[config.mk]
export PLATFORM = sky130hd
export DESIGN_NAME = serial_word_deser
export DESIGN_NICKNAME = d
export VERILOG_FILES = /design/src/rtl/serial_word_deser.sv
export SDC_FILE = /design/constraint.sdc
export NUM_CORES = 1
export LEC_CHECK = 0
export ABC_AREA = 1
export CAP_MARGIN = 20
export CORE_MARGIN = 4
export CORE_UTILIZATION = 40
export CTS_CLUSTER_DIAMETER = 120
export DETAILED_ROUTE_END_ITERATION = 6
export PLACE_DENSITY_LB_ADDON = 0.12
export SYNTH_ARGS = -nofsm -noshare
export SYNTH_HDL_FRONTEND = slang
export SYNTH_SLANG_ARGS = --single-unit
[constraint.sdc]
create_clock -name clk -period 1.2 [get_ports clk]
set_clock_uncertainty 0.1 [all_clocks]
set_input_delay 0.24 -clock clk [delete_from_list [all_inputs] [get_ports clk]]
set_output_delay 0.24 -clock clk [all_outputs]
set_load 0.01 [all_outputs]
[src/rtl/serial_word_deser.sv]
// serial_word_deser
//   Serial-to-parallel receiver. It gathers bits strobed by si_valid into
//   WIDTH-bit words, either MSB-first or LSB-first. The bit order is latched
//   with the first bit of each word. Completed words enter a 2-entry FIFO
//   that is drained through a valid/ready handshake.
//
// Ports
//   clk        rising-edge clock
//   rst        asynchronous, active-low reset
//   si         serial data bit
//   si_valid   si carries a bit this cycle
//   sof        start-of-word marker, qualified by si_valid
//   msb_first  1: first bit ends in po[WIDTH-1]; 0: first bit ends in po[0]
//   po         head word of the output buffer
//   po_valid   buffer non-empty
//   po_ready   consumer accepts po this cycle
//   overflow   sticky: a completed word was dropped
//   ovf_clr    clears overflow (a simultaneous set wins)
//   frame_err  one-cycle pulse: partial word discarded by sof
//   bit_cnt    bits collected in the current word
module serial_word_deser #(
    parameter int unsigned WIDTH = 5
) (
    input  logic             clk,
    input  logic             rst,
    input  logic             si,
    input  logic             si_valid,
    input  logic             sof,
    input  logic             msb_first,
    output logic [WIDTH-1:0] po,
    output logic             po_valid,
    input  logic             po_ready,
    output logic             overflow,
    input  logic             ovf_clr,
    output logic             frame_err,
    output logic [2:0]       bit_cnt
);

    localparam logic [2:0] LAST = 3'(WIDTH - 1);

    typedef enum logic {IDLE, ACTIVE} state_t;

    state_t           state, state_nxt;
    logic [WIDTH-1:0] acc;
    logic             dir_q;
    logic [2:0]       cnt;

    logic             start;     // accepted bit opens a new word
    logic             abort;     // sof discards a partial word
    logic             step;      // accepted bit continues the current word
    logic             complete;  // accepted bit is the last bit of the word
    logic             dir;
    logic [WIDTH-1:0] base;
    logic [WIDTH-1:0] shifted;

    logic [WIDTH-1:0] mem0, mem1;
    logic [1:0]       occ;
    logic             push, pop;

    // State register
    always_ff @(posedge clk or negedge rst) begin
        if (!rst) state <= IDLE;
        else      state <= state_nxt;
    end

    // Next-state logic
    always_comb begin
        state_nxt = state;
        case (state)
            IDLE:    if (si_valid) state_nxt = ACTIVE;
            ACTIVE:  if (complete) state_nxt = IDLE;
            default: state_nxt = IDLE;
        endcase
    end

    // Control and datapath decode
    always_comb begin
        start    = si_valid && ((state == IDLE) || sof);
        abort    = si_valid && sof && (state == ACTIVE);
        step     = si_valid && !sof && (state == ACTIVE);
        complete = step && (cnt == LAST);
        // A new word shifts into a cleared accumulator using the live
        // direction input, so no stale bits survive an abort.
        dir      = start ? msb_first : dir_q;
        base     = start ? '0 : acc;
        shifted  = dir ? {base[WIDTH-2:0], si} : {si, base[WIDTH-1:1]};
    end

    // Accumulator, bit counter, latched direction
    always_ff @(posedge clk or negedge rst) begin
        if (!rst) begin
            acc   <= '0;
            cnt   <= '0;
            dir_q <= 1'b0;
        end else if (start) begin
            acc   <= shifted;
            cnt   <= 3'd1;
            dir_q <= msb_first;
        end else if (step) begin
            acc   <= shifted;
            cnt   <= complete ? 3'd0 : cnt + 3'd1;
        end
    end

    assign bit_cnt  = cnt;

    // Output FIFO: mem0 is always the head entry.
    assign push     = complete;
    assign po_valid = (occ != 2'd0);
    assign pop      = po_valid && po_ready;
    assign po       = mem0;

    always_ff @(posedge clk or negedge rst) begin
        if (!rst) begin
            mem0 <= '0;
            mem1 <= '0;
            occ  <= '0;
        end else begin
            case (occ)
                2'd0: begin
                    if (push) begin
                        mem0 <= shifted;
                        occ  <= 2'd1;
                    end
                end
                2'd1: begin
                    if (push && pop) begin
                        mem0 <= shifted;
                    end else if (push) begin
                        mem1 <= shifted;
                        occ  <= 2'd2;
                    end else if (pop) begin
                        occ  <= 2'd0;
                    end
                end
                default: begin
                    if (push && pop) begin
                        mem0 <= mem1;
                        mem1 <= shifted;
                    end else if (pop) begin
                        mem0 <= mem1;
                        occ  <= 2'd1;
                    end
                end
            endcase
        end
    end

    // Status flags
    always_ff @(posedge clk or negedge rst) begin
        if (!rst) begin
            overflow  <= 1'b0;
            frame_err <= 1'b0;
        end else begin
            frame_err <= abort;
            if (push && (occ == 2'd2) && !pop) overflow <= 1'b1;
            else if (ovf_clr)                  overflow <= 1'b0;
        end
    end

endmodule
# Word level (Yosys, flattened, before mapping)
# Cells that the tools add are included.
# totals
elab_cells	71
reg_bits	24
output_inout_bits	11
in_bits	8
# classes
n_bitwise	2
n_eq_ne	9
add_sub_neg	1
mux	27
n_reduce_logical	23
# ops
cell	n
$mux W5	9
$pmux W5 S2	2
$mux W2	6
$logic_and A1 B1 Y1	10
$mux W3	3
$ne A2 B2 Y1 const B	4
$reduce_bool A2 Y1	4
$reduce_bool A3 Y1	2
$mux W1	5
$reduce_and A5 Y1	1
$pmux W2 S2	1
$reduce_and A4 Y1	1
$add A3 B1 Y3 const B	1
$eq A3 B3 Y1 const B	1
$ne A3 B3 Y1 const B	1
$reduce_and A3 Y1	1
$eq A2 B1 Y1 const B	1
$eq A2 B2 Y1 const B	1
$logic_not A1 Y1	2
$logic_not A2 Y1	1
$ne A2 B1 Y1 const B	1
$not A1 Y1	2
$pmux W1 S2	1
$logic_or A1 B1 Y1	1

# Depth between registers and ports, before layout
# logic_depth
word_depth	8
ltp_mapped	10
depth_no_buf	10

# Least setup slack after synthesis
# OpenSTA, ideal clock, no wires.
# synth_timing
path_kind	register to register
from	reg cnt[0], in the netlist bit_cnt[0]
to	reg mem1[0]
n_path_buf	0
t_required_ns	0.984
path_stages_with_launch	11
synth_period_minus_slack_ns	1.396
setup_time_ns	0.116
t_arrival_ns	1.179
setup_slack_ns	-0.196
cell_sequence	dfrtp_1 -> inv_1 -> ha_1 -> nand2_1 -> inv_1 -> nand2_4 -> clkinv_4 -> nand2_4 -> inv_2 -> nand2_1 -> nand2_1
# synth_via
elab_chain_cells	5
word_cells_on_any_way	7
classes_between	eq/ne: 3; reduce/logical: 4
# synth_lines
item	line	source
start: declaration	46	logic [2:0] cnt;
start signal: assignment	101	cnt <= complete ? 3'd0 : cnt + 3'd1;
$eq A3 B3 Y1 (*)	81	complete = step && (cnt == LAST);
$logic_and A1 B1 Y1 (*)	81	
$logic_and A1 B1 Y1	127, 137	
$ne A2 B2 Y1 (no line) / $reduce_bool A2 Y1 (equally long branches)	-	
$reduce_and A4 Y1 (no line) (*)	-	
end signal: assignment	130	mem1 <= shifted;
end signal: assignment	139	mem1 <= shifted;
end: declaration	56	logic [WIDTH-1:0] mem0, mem1;
# Mark *: on every way between the ends. The rest lies on a longest branch, timed or not.
# A chain may end at the register's enable or synchronous reset.

# Worst setup path after layout
# Ends and elaborated chain as after synthesis.

==> flow_metrics.tcl <==
set metrics [dict create \
    outcome "complete, but fails checks" \
    failed_checks "setup timing" \
    dpl_cell_area_sq_um 1610 \
    worst_pin_slew_ps 272 \
    finalHoldViolations 0 \
    post-route-cell-area_sq_um 1820 \
    clock-root-buffer "clkbuf_4" \
    startpoint "bit_cnt[0]" \
    critPathMaxFanout 5 \
    switching_share_pct 35.2 \
    layout.area.seq_sq_um 602 \
    syn_avg_cell_area_sq_um 8.30 \
    grt_max_degree 25 \
    cts_tree "done" \
    setup_viol 23 \
    power_leakage_nw 0.950 \
    area_growth_pct 50.4 \
    cp.arrival_ps 1590 \
    critical_path.top_delay_family "simple AND/OR/NAND/NOR gates" \
    fill_cells 250 \
    netlist_area_sq_um 1210 \
    relSlewSlack_pct 81.8 \
    num_antenna_cells 0 \
    cap_violations 0 \
    power_density_nw_per_um2 1550 \
    hp-class "in2async" \
    vias 1143 \
    end_kind "flip-flop" \
    drc_errors 0 \
    power.switching_uw 992 \
    place.gp.congestion 0.754 \
    dp_hpwl_um 2060 \
    ys_seq_area_share_pct 49.6 \
    chipHeight_um 63.0 \
    vias_per_cell 4.95 \
    die-width_um 63.0 \
    fin_crit_sh_pct 121 \
    h-tree-depth 1 \
    r2r_start "bit_cnt[0]" \
    p_int_mw 1.82 \
    synth_cell_type_count 22 \
    port_buffers 18 \
    setup_slack_ps -256 \
    fin_crit_ps 1460 \
    cts_buffer_depth 2 \
    path_cells "buf_6 -> inv_4 -> ha_4 -> nand2_2 -> inv_2 -> nand2_4 -> clkinv_8 -> nand2_8 -> inv_4 -> nand2_2 -> nand2_2" \
    seqPwrFrac_pct 38.9 \
    pwr-share-clk_pct 15.7 \
    track_usage_pct 16.3 \
    wirelength_um 3040 \
    core-area_sq_um 2830 \
    place_ws_ps -464 \
    cp.required_ps 1340 \
    rows 19 \
    slowest_delay_ps 390 \
    cpMostUsedCell "nand2_2" \
    rsz0062_at_grt "true" \
    grt_pass1_vias 1139 \
    ys_seq_elements 24 \
    drv_slew 0 \
    syn_inst 146 \
    dieArea_sq_um 3970 \
    cts.clk_slew.worst_paths_ps 140 \
    dr.pass1.iters 4 \
    ant_nets 0 \
    drive_gt1_share_pct 46.0 \
    antenna_found_initial 0 \
    worstSetupStartpointType "flip-flop" \
    worstSetupPathType "reg2reg" \
    first_iter_violations 57 \
    cts.sinks 24 \
    multiInputGateArea_sq_um 663 \
    initial_core_util_pct 42.8 \
    grt-ovfl-total 0 \
    nets 211 \
    cp.buffers_inverters 5 \
    cp_slowest_cell "dfrtp_1" \
    synthesis.nets 156 \
    max-vdd-ir-drop_uv 1050 \
    io-pin-count 19 \
    ys_warn_count 0 \
    wl_per_cell_um 13.2 \
    worstSkewPairLatency_ps 330 \
    grt_first_pass_wirelength_um 5110 \
    cts_buffers 3 \
    max_freq_mhz 687 \
    comb_power_share_pct 45.4 \
]
## cells by family after synthesis
kind of cell / count (synthesis) / share of synthesized area, %
xor gates and xnor gates: 1 / 0.723
AOI/OAI and AO/OA: 19 / 8.78
buffers and inverters: 15 / 6.51
DFF: 24 / 49.6
and+or+nand+nor: 85 / 32.3
adders and majority gates: 2 / 2.07
## metal layers
layer	vias to the layer above	share of wire (%)	GRT usage, %
met4	0	2.6	7.44
li1	573	-	-
met3	8	3.6	1.80
met5	-	0	0
met2	27	48	27.7
met1	535	46	20.6
## cells in the final DEF, fill, tap and decap left out, types with 2 or more instances in the layout
cell type,Yosys,final
nand2_1,57,45
buf_4,0,29
dfrtp_1,24,23
nand2_2,5,16
buf_2,0,9
o21ai_0,8,7
nand3_1,8,6
nor2_1,7,6
clkdlybuf4s50_1,0,6
inv_4,1,5
nand2_4,5,5
inv_1,9,5
buf_6,2,5
o21ai_1,4,4
clkbuf_4,0,3
inv_2,2,2
nor2_4,1,2
nand3_2,0,2
nand2_8,0,2
nor2_2,2,2
a31oi_1,2,2
ha_4,0,2
## timing repair
item	in CTS	in global routing
pin swaps	1	7
buffers inserted	4	7
hold buffers	0	0
cloned	1	0
resized for setup	61	20
setup endpoints to repair	32	31
## flip-flops by register name (all words and copies together), names as in the netlist
register	cells
acc	5
bit_cnt	3
dir_q	1
frame_err	1
mem1	5
occ	2
overflow	1
po	5
state	1
## cells in the mapped netlist
library cell,count,area [sq um]
o21ai_2,1,8.76
buf_6,2,22.5
o22ai_1,2,12.5
nand2_4,5,56.3
clkinv_4,1,8.76
nand3_1,8,40.0
ha_1,2,25.0
inv_2,2,7.51
inv_4,1,6.26
a21oi_1,1,5.00
a31oi_1,2,12.5
nand2_2,5,31.3
nand2_1,57,214
dfrtp_1,24,601
a22oi_1,1,7.51
xor2_1,1,8.76
o21ai_0,8,40.0
nor2_4,1,11.3
o21ai_1,4,20.0
nor2_2,2,12.5
inv_1,9,33.8
nor2_1,7,26.3
## worst reg2reg max path: stages, from the launching register on
cell and delay [ps]:
dfrtp_1 390, buf_6 120, inv_4 30, ha_4 140, nand2_2 60, inv_2 40, nand2_4 120, clkinv_8 100
nand2_8 90, inv_4 40, nand2_2 80, nand2_2 60
## per-stage QoR
stage	hold slack [ps]	util (%)	std cells	TNS (ps)	power (mW)
5_1_grt	134	64.4	231	-5090	3.03
2_1_floorplan	-156	-	146	-1190	1.59
3_3_place_gp	364	56.9	215	-8830	2.17
6_report	143	64.4	231	-3360	2.82
4_1_cts	156	60.3	224	-3130	2.68
3_5_place_dp	370	56.9	215	-9840	2.20
## power by group through the flow
stage                     registers, mW  clock network, mW  logic (mW)
after global routing               1.12              0.500        1.41
after CTS                          1.09              0.439        1.15
final                              1.09              0.443        1.28
after detailed placement           1.11                  0        1.09
after floorplan                    1.15                  0       0.445
after global placement             1.11                  0        1.06
## cell type report
| class | count | share of cell area [%] |
|---|---|---|
| Multi-Input combinational cell | 108 | 36.4 |
| Inverter | 13 | 4.05 |
| Tap cell | 31 | 2.13 |
| Timing Repair Buffer | 51 | 22.4 |
| Clock buffer | 4 | 1.99 |
| Sequential cell | 24 | 33.0 |
## path summary, 6_finish.rpt
kind	to	slack [ps]	cells past startpoint
min in group clk	bit_cnt[1]	340	2
max	mem1[0]	-260	11
min	acc[4]	140	2
max reg2reg	mem1[0]	-260	11
min reg2reg	po[4]	400	2
max in group asynchronous	dir_q	700	2
(Power assumes the default switching activity.)
